`config.mk`:
```
export PLATFORM = sky130hd
export DESIGN_NAME = sad_search_host
export DESIGN_NICKNAME = d
export VERILOG_FILES = /design/src/rtl/sad_search_host.sv
export SDC_FILE = /design/constraint.sdc
export NUM_CORES = 1
export LEC_CHECK = 0
export BUFFER_PORTS_ARGS = -buffer_cell sky130_fd_sc_hd__buf_2
export CELL_PAD_IN_SITES_DETAIL_PLACEMENT = 0
export CELL_PAD_IN_SITES_GLOBAL_PLACEMENT = 1
export CORE_AREA = 2 2 417 419
export DETAILED_ROUTE_END_ITERATION = 10
export DIE_AREA = 0 0 419 421
export PLACE_DENSITY_LB_ADDON = 0.1
export SYNTH_ARGS = -nofsm -noshare
export SYNTH_HDL_FRONTEND = slang
export SYNTH_SLANG_ARGS = --single-unit
```
`constraint.sdc`:
```
create_clock -name i_clk -period 8.05 [get_ports i_clk]
set_clock_uncertainty 0.15 [all_clocks]
set_input_delay 1.2075 -clock i_clk [delete_from_list [all_inputs] [get_ports i_clk]]
set_output_delay 1.2075 -clock i_clk [all_outputs]
set_load 0.1 [all_outputs]
```
`src/rtl/sad_search_host.sv`:
```
// sad_search_host: drives one original block and N candidate blocks through a SAD core, tracking the minimum SAD
//   i_clk/i_rst_n           clock, asynchronous active-low reset
//   i_start, i_num_cand     search request and candidate count (latched at start)
//   i_ori_in                original block, pixel k at [k*WIDTH +: WIDTH]
//   o_cand_addr/o_cand_rd   candidate RAM read port, data valid on i_cand_data next cycle
//   o_ori_bus/o_can_bus     registered blocks to the SAD core
//   o_init/o_finish/o_ack   SAD core handshake master side; i_done/i_out_sad core result
//   o_busy/o_result_valid   search activity and one-cycle result strobe
//   o_best_sad/o_best_idx   minimum SAD and its candidate index; o_timeout_err abort flag
module sad_search_host #(
  parameter int WIDTH   = 8,
  parameter int IDX_W   = 8,
  parameter int TIMEOUT = 64
) (
  input  logic                  i_clk,
  input  logic                  i_rst_n,
  input  logic                  i_start,
  input  logic [IDX_W-1:0]      i_num_cand,
  input  logic [32*WIDTH-1:0]   i_ori_in,
  output logic [IDX_W-1:0]      o_cand_addr,
  output logic                  o_cand_rd,
  input  logic [32*WIDTH-1:0]   i_cand_data,
  output logic [32*WIDTH-1:0]   o_ori_bus,
  output logic [32*WIDTH-1:0]   o_can_bus,
  output logic                  o_init,
  output logic                  o_finish,
  output logic                  o_ack,
  input  logic                  i_done,
  input  logic [WIDTH+4:0]      i_out_sad,
  output logic                  o_busy,
  output logic                  o_result_valid,
  output logic [WIDTH+4:0]      o_best_sad,
  output logic [IDX_W-1:0]      o_best_idx,
  output logic                  o_timeout_err
);
  localparam int SW = WIDTH + 5;
  localparam int TW = $clog2(TIMEOUT) + 1;
  localparam logic [2:0] S_IDLE   = 3'd0;
  localparam logic [2:0] S_FETCH  = 3'd1;
  localparam logic [2:0] S_LOAD   = 3'd2;
  localparam logic [2:0] S_INIT   = 3'd3;
  localparam logic [2:0] S_FIN    = 3'd4;
  localparam logic [2:0] S_ACK    = 3'd5;
  localparam logic [2:0] S_NEXT   = 3'd6;
  localparam logic [2:0] S_RESULT = 3'd7;
  logic [2:0]          r_state;
  logic [2:0]          w_nxt;
  logic [IDX_W-1:0]    r_num;
  logic [IDX_W-1:0]    r_idx;
  logic [TW-1:0]       r_tmr;
  logic [32*WIDTH-1:0] r_ori;
  logic [32*WIDTH-1:0] r_can;
  logic [SW-1:0]       r_best_sad;
  logic [IDX_W-1:0]    r_best_idx;
  logic                r_terr;
  logic                r_cand_rd;
  logic                r_init;
  logic                r_finish;
  logic                r_ack;
  logic                r_busy;
  logic                r_rv;
  logic                w_last;
  logic                w_tmo;
  assign w_last = r_idx == r_num - IDX_W'(1);
  assign w_tmo  = r_tmr == TW'(TIMEOUT - 1);
  // done has priority over the timeout in FIN
  always_comb begin
    w_nxt = r_state;
    case (r_state)
      S_IDLE:   w_nxt = !i_start ? S_IDLE : (i_num_cand == '0) ? S_RESULT : S_FETCH;
      S_FETCH:  w_nxt = S_LOAD;
      S_LOAD:   w_nxt = S_INIT;
      S_INIT:   w_nxt = S_FIN;
      S_FIN:    w_nxt = i_done ? S_ACK : w_tmo ? S_RESULT : S_FIN;
      S_ACK:    w_nxt = i_done ? S_ACK : S_NEXT;
      S_NEXT:   w_nxt = w_last ? S_RESULT : S_FETCH;
      default:  w_nxt = S_IDLE;
    endcase
  end
  // handshake and strobe outputs are registered from the next state so each is glitch-free
  // and aligned exactly with the state it belongs to
  always_ff @(posedge i_clk or negedge i_rst_n) begin
    if (!i_rst_n) begin
      r_state    <= S_IDLE;
      r_num      <= '0;
      r_idx      <= '0;
      r_tmr      <= '0;
      r_ori      <= '0;
      r_can      <= '0;
      r_best_sad <= '0;
      r_best_idx <= '0;
      r_terr     <= 1'b0;
      r_cand_rd  <= 1'b0;
      r_init     <= 1'b0;
      r_finish   <= 1'b0;
      r_ack      <= 1'b0;
      r_busy     <= 1'b0;
      r_rv       <= 1'b0;
    end else begin
      r_state   <= w_nxt;
      r_cand_rd <= w_nxt == S_FETCH;
      r_init    <= w_nxt == S_INIT;
      r_finish  <= w_nxt == S_FIN;
      r_ack     <= w_nxt == S_ACK;
      r_rv      <= w_nxt == S_RESULT;
      r_busy    <= w_nxt != S_IDLE;
      r_tmr     <= (r_state == S_FIN) ? r_tmr + TW'(1) : '0;
      if (r_state == S_IDLE && i_start) begin
        r_num      <= i_num_cand;
        r_ori      <= i_ori_in;
        r_idx      <= '0;
        r_best_sad <= '1;
        r_best_idx <= '0;
        r_terr     <= 1'b0;
      end
      if (r_state == S_LOAD)
        r_can <= i_cand_data;
      // strict compare keeps the lower index on ties
      if (r_state == S_FIN && i_done && i_out_sad < r_best_sad) begin
        r_best_sad <= i_out_sad;
        r_best_idx <= r_idx;
      end
      if (r_state == S_FIN && !i_done && w_tmo)
        r_terr <= 1'b1;
      if (r_state == S_NEXT && !w_last)
        r_idx <= r_idx + IDX_W'(1);
    end
  end
  assign o_cand_addr    = r_idx;
  assign o_cand_rd      = r_cand_rd;
  assign o_ori_bus      = r_ori;
  assign o_can_bus      = r_can;
  assign o_init         = r_init;
  assign o_finish       = r_finish;
  assign o_ack          = r_ack;
  assign o_busy         = r_busy;
  assign o_result_valid = r_rv;
  assign o_best_sad     = r_best_sad;
  assign o_best_idx     = r_best_idx;
  assign o_timeout_err  = r_terr;
endmodule

```
==> results by group, run 1 <==
Outcome
  – Outcome: completed

Place
  – Placer Congestion: 0.774
  – Dpl hpwl: 89700 um
  – Port Buffer Count: 1084

Timing
  – Sum Neg Setup Slack: 0 ps
  – Min cycle time layout: 3480 ps
  – Hold Vio Cnt, Final: 0
  – RSZ-0062 raised after global routing: no
  – Fin crit share: 0.433
  – Final Max Slew Viols: 0
  – Slew @ Worst Pin: 1310 ps
  – Worst slew margin: 0.126
  – Max Fclk: 0.287 GHz
  – Final setup violation count: 0

Synth
  – Synthesized area: between 20000 and 25000 um^2
  – Distinct cell type count of the synthesized netlist: 48
  – Post-synth top flop: dfrtp_1
  – Yosys reg bits: 566
  – EDFF count, synth: 0
  – Syn Nets: 2480
  – Asr flop ratio synth: 1.00
  – Sequential cell area fraction in the yosys report: 0.649
  – Syn Inst Count: 1928
  – Syn avg cell area: 11.3 um^2
  – Synth warn: 0

Cells and area
  – Share of post-route cells with drive strength above 1: 0.482
  – Nets@finish: 3565
  – Most frequent cells in the layout: buf_2, nand2_1, dfrtp_1, mux2_2, clkbuf_16
  – Area grow syn2layout: 49.0%
  – Most common cell after layout, fill and taps aside: buf_2

Critical path
  – Crit path launch type: flip-flop
  – Worst flop-to-flop path startpoint: r_state[2]$_DFF_PN0_
  – Worst reg2reg path depth: 4
  – Path type of the worst setup path: reg -> reg
  – Worst Path Buf+Inv: 2
  – R2R Setup Slk: 4570 ps
  – CP max FO: 166
  – Reg-to-reg endpoint: o_can_bus[204]$_DFFE_PN0P_
  – WP data required: 8450 ps
  – Crit path DAT: 3880 ps
  – Crit-path leading delay family: buffers and inverters
  – CP Capture Type: flip-flop
  – Slowest Stage Delay on Critical Path: 690 ps
  – Worst-path cell chain: nor3b_2 -> buf_12 -> buf_4 -> mux2_2
  – Crit-path slowest cell: buf_4

Floorplan
  – Die span in y: approximately 420 um
  – Die area: approximately 180000 um^2
  – CORE AREA: 172000 um^2
  – Starting Density: 0.127
  – Die width: 419 um
  – Row count: 153
  – Ports: 1085

Clocking
  – Num CTS Buffers: 81
  – Postcts setup bufs: 0
  – Post_cts resized: 0
  – Clk root buf: clkbuf_16
  – CTS clock-pin slew for the worst setup and hold paths: around 50 ps
  – Worst skew pair latency: ~660 ps
  – TritonCTS clock tree: done
  – CTS Buffer Depth: 3
  – CTS H-Tree Depth: 3
  – Clk sinks: 566
  – CTS Hold Bufs: 0

Global routing
  – Vias in the first global route: ~19k
  – Initial antenna violation count: 81
  – GRT overflow: 0
  – First-pass GRT wire length: 160000 um
  – GRT Total Usage: 0.130
  – Largest net degree at the start of global routing: 173

Routing
  – Vias per std cell: 3.34
  – Iter 0 DRT Violations: 689
  – Drt wl/cell: 21.6 um
  – Initial DRT Pass Iterations: 5
  – DRT antenna net count: 0
  – Drt drc: 0
  – WL final: about 120000 um
  – Via count: 18.1k

Flow run
  – Max-cap violation count: 0

Hold path
  – Hold Path Cell Cnt: 2
  – Worst Hold Class: reg -> reg
  – Worst Hold End: o_ori_bus[174]$_DFFE_PN0P_
  – Critical hold path startpoint: o_ori_bus[174]$_DFFE_PN0P_
logic make-up (layout without fill, tap and decap cells):
| family | after synthesis | count (layout) | share of synthesized area |
|---|---|---|---|
| flip-flops | 566 | 566 | 0.649 |
| adder cells (fa/ha/maj) | 15 | 15 | 0.00859 |
| XOR/XNOR | 18 | 18 | 0.00722 |
| other | 0 | 13 | 0 |
| buffers and inverters | 136 | 1283 | 0.0241 |
| AND/OR/NAND/NOR | 874 | 874 | 0.156 |
| AO/OA/AOI/OAI | 41 | 41 | 0.0139 |
| multiplexers | 278 | 278 | 0.142 |
how the worst max path moves through the flow:
stage	depth (start not counted)	startpoint	endpoint
floorplan	7	o_cand_addr[5]$_DFFE_PN0P_	o_cand_addr[0]$_DFFE_PN0P_
global placement	7	i_start	o_finish$_DFF_PN0_
detailed placement	7	i_start	o_finish$_DFF_PN0_
CTS	4	r_state[2]$_DFF_PN0_	o_can_bus[204]$_DFFE_PN0P_
global route	4	r_state[2]$_DFF_PN0_	o_can_bus[209]$_DFFE_PN0P_
finish	4	r_state[2]$_DFF_PN0_	o_can_bus[204]$_DFFE_PN0P_
cell type report:
cell class                 instances  area (um^2)
tap                             2325         2910
multi-input combinational       1226         7180
clock inverter                    22          140
clock buffer                     123         2350
antenna                           13         32.5
inverter                          38          143
fill                           19400       140000
timing repair buffer            1100         5630
sequential                       566        14200
synthesized netlist by cell type (5+ instances only):
cell type,count,area [um^2]
inv_1,38,143
ha_1,15,188
nand3_1,10,50.1
nor4_1,5,31.3
nor2_1,26,97.6
dfrtp_1,566,14200
and3_1,5,31.3
a21oi_1,7,35.0
xor2_1,7,61.3
xnor2_1,11,96.3
o21ai_0,8,40.0
mux2i_1,22,220
nand2_1,806,3030
clkbuf_1,92,345
mux2_2,256,2880
per-layer routing:
layer	global-route usage	routed length, um	share of wire	vias to the layer above
met5	0	138	0.0012	-
met4	0.0394	3640	0.031	20
met3	0.0489	8880	0.076	246
met2	0.238	61500	0.53	625
met1	0.137	42900	0.37	8818
li1	-	-	-	8386
flip-flops by register name (all words and copies together), names as in the netlist, 3 cells and up:
name,cells
o_ori_bus,256
o_can_bus,256
r_tmr,7
o_best_sad,13
r_num,8
o_cand_addr,8
r_state,3
o_best_idx,8
through the flow:
step / area (um^2) / utilization / worst slack [ps] / std cells / hold slack (ps)
floorplan: 21800 / - / 4700 / 1928 / 298
global placement: 30000 / 0.174 / 4080 / 5255 / 306
detailed placement: 30000 / 0.174 / 4100 / 5255 / 307
CTS: 32500 / 0.188 / 4510 / 5400 / 321
global route: 32500 / 0.189 / 4410 / 5409 / 330
finish: 32500 / 0.189 / 4570 / 5413 / 314
worst min-delay path: stages, from the launching register on:
cell	delay (ps)
dfrtp_1	330
nand2_1	50
nand2_1	50
Power of run 1 is left out: the tool's default activity adds up to more than one toggle a clock period on the data nets, which glitch-free logic cannot reach.
==> inputs of run 2 (changes only) <==
Clock period 8.05 ns to 3 ns, I/O delays scaled along.
==> run 2 against run 1 <==
Count of clock-buffer cells in the layout rose by 6. Non-clock buffer count rose by 588. Hold slack got worse by 170 ps. Via count rose by 11%. Sequential share of layout area fell by 6.9 points. Final cell count rose by 11%. Register-to-register slack got worse by 4300 ps. Critical endpoint is now o_cand_addr[3]$_DFFE_PN0P_.
==> results by group, run 2 (synthesis results as in run 1) <==
Critical path
  – CP max FO: 7
  – Crit-path slowest cell: or4_4
  – CP Capture Type: flip-flop
  – Crit path DAT: roughly 3200 ps
  – Crit path launch type: flip-flop
  – Slowest Stage Delay on Critical Path: 530 ps
  – Path type of the worst setup path: reg -> reg
  – Worst-path cell chain: or3_4 -> o31a_1 -> or4_4 -> a2111oi_4 -> buf_4 -> o21ai_0 -> o22ai_1
  – WP data required: ~3500 ps

Routing
  – Drt drc: 0
  – Via count: around 20k
  – WL final: between 100000 and 150000 um
  – Drt wl/cell: 19.8 um
  – DRT antenna net count: 0
  – Vias per std cell: 3.35
  – Iter 0 DRT Violations: 667
  – Initial DRT Pass Iterations: 4

Timing
  – Slew @ Worst Pin: 975 ps
  – Hold Vio Cnt, Final: 0
  – Worst slew margin: 0.347
  – RSZ-0062 raised after global routing: no
  – Fin crit share: 0.919
  – Final Max Slew Viols: 0
  – Sum Neg Setup Slack: 0 ps
  – Max Fclk: 0.363 GHz
  – Min cycle time layout: 2760 ps
  – Final setup violation count: 0

Place
  – Dpl hpwl: around 93000 um
  – Placer Congestion: 0.812
  – Port Buffer Count: 1084

Clocking
  – TritonCTS clock tree: done
  – Worst skew pair latency: a little under 700 ps
  – Num CTS Buffers: 82
  – Postcts setup bufs: 0
  – Clk sinks: 566
  – CTS clock-pin slew for the worst setup and hold paths: approximately 60 ps
  – Clk root buf: clkbuf_16
  – CTS H-Tree Depth: 3
  – CTS Buffer Depth: 3

Outcome
  – Outcome: completed

Cells and area
  – Area grow syn2layout: 76.9%
  – Share of post-route cells with drive strength above 1: 0.420
  – Most frequent cells in the layout: buf_2, nand2_1, dfrtp_1, dlygate4sd3_1, mux2_2
  – Most common cell after layout, fill and taps aside: buf_2
  – Nets@finish: 4154

Floorplan
  – CORE AREA: 172000 um^2
  – Die area: roughly 180000 um^2
  – Starting Density: 0.127
  – Ports: 1085
  – Die width: 419 um
  – Die span in y: 421 um
  – Row count: 153

Global routing
  – Initial antenna violation count: 23
  – First-pass GRT wire length: 167000 um
  – GRT Total Usage: 0.132
  – GRT overflow: 0
  – Largest net degree at the start of global routing: between 80 and 90
  – Vias in the first global route: ~22k

Flow run
  – Max-cap violation count: 0

Hold path
  – Worst Hold Class: in -> async
-- run 2: through the flow --
| step | instance area (um^2) | hold WS, ps | worst slack (ps) | util | std cells |
|---|---|---|---|---|---|
| final | 38600 | 145 | 243 | 0.224 | 5998 |
| after global routing | 38600 | 107 | 85.2 | 0.224 | 5989 |
| after CTS | 38600 | 67.5 | 119 | 0.224 | 5983 |
| after detailed placement | 30600 | 266 | 127 | 0.178 | 5308 |
| after global placement | 30600 | 264 | 140 | 0.178 | 5308 |
| after floorplan | 21800 | 4.41 | 29.3 | - | 1928 |
-- run 2: critical path: cells and delay by family, from the launching register on --
| kind | cells | cell delay (ps) |
|---|---|---|
| and+or+nand+nor | 2 | 890 |
| DFF | 1 | 420 |
| buffers and inverters | 1 | 240 |
| AOI/OAI and AO/OA | 4 | 970 |
-- run 2: per-layer routing --
layer | track usage | wire length (um) | up-vias
met3 | 0.0361 | 6830 | 151
met4 | 0.0392 | 3400 | 0
li1 | - | - | 9568
met5 | 0 | 0 | -
met1 | 0.155 | 48100 | 9842
met2 | 0.232 | 60200 | 545
-- run 2: path summary, 6_finish.rpt --
check,startpoint,endpoint,slack (ps),depth (start not counted)
setup / recovery,r_num[4]$_DFFE_PN0P_,o_cand_addr[3]$_DFFE_PN0P_,240,7
hold / removal,i_rst_n,o_can_bus[57]$_DFFE_PN0P_,150,2
setup reg to reg,r_num[4]$_DFFE_PN0P_,o_cand_addr[3]$_DFFE_PN0P_,240,7
hold reg to reg,o_ori_bus[174]$_DFFE_PN0P_,o_ori_bus[174]$_DFFE_PN0P_,310,2
max in group asynchronous,i_rst_n,o_can_bus[243]$_DFFE_PN0P_,1630,3
min in group i_clk,i_start,o_result_valid$_DFF_PN0_,270,5
-- run 2: what timing repair did --
| item | CTS | global route |
|---|---|---|
| hold buffers | 535 | 0 |
| gates resized for setup | 0 | 1 |
| setup endpoints to repair | 0 | 8 |
| endpoints found under the hold margin | 766 | 0 |
-- run 2: layout make-up --
cell class	count	area, um^2
Tap cell	2325	2910
Timing Repair Buffer	1688	11600
Clock buffer	129	2490
Multi-Input combinational cell	1226	7180
Sequential cell	566	14200
Antenna cell	15	37.5
Fill cell	19100	134000
Inverter	38	143
Clock inverter	11	98.8
Power of run 2 is left out for the same reason.
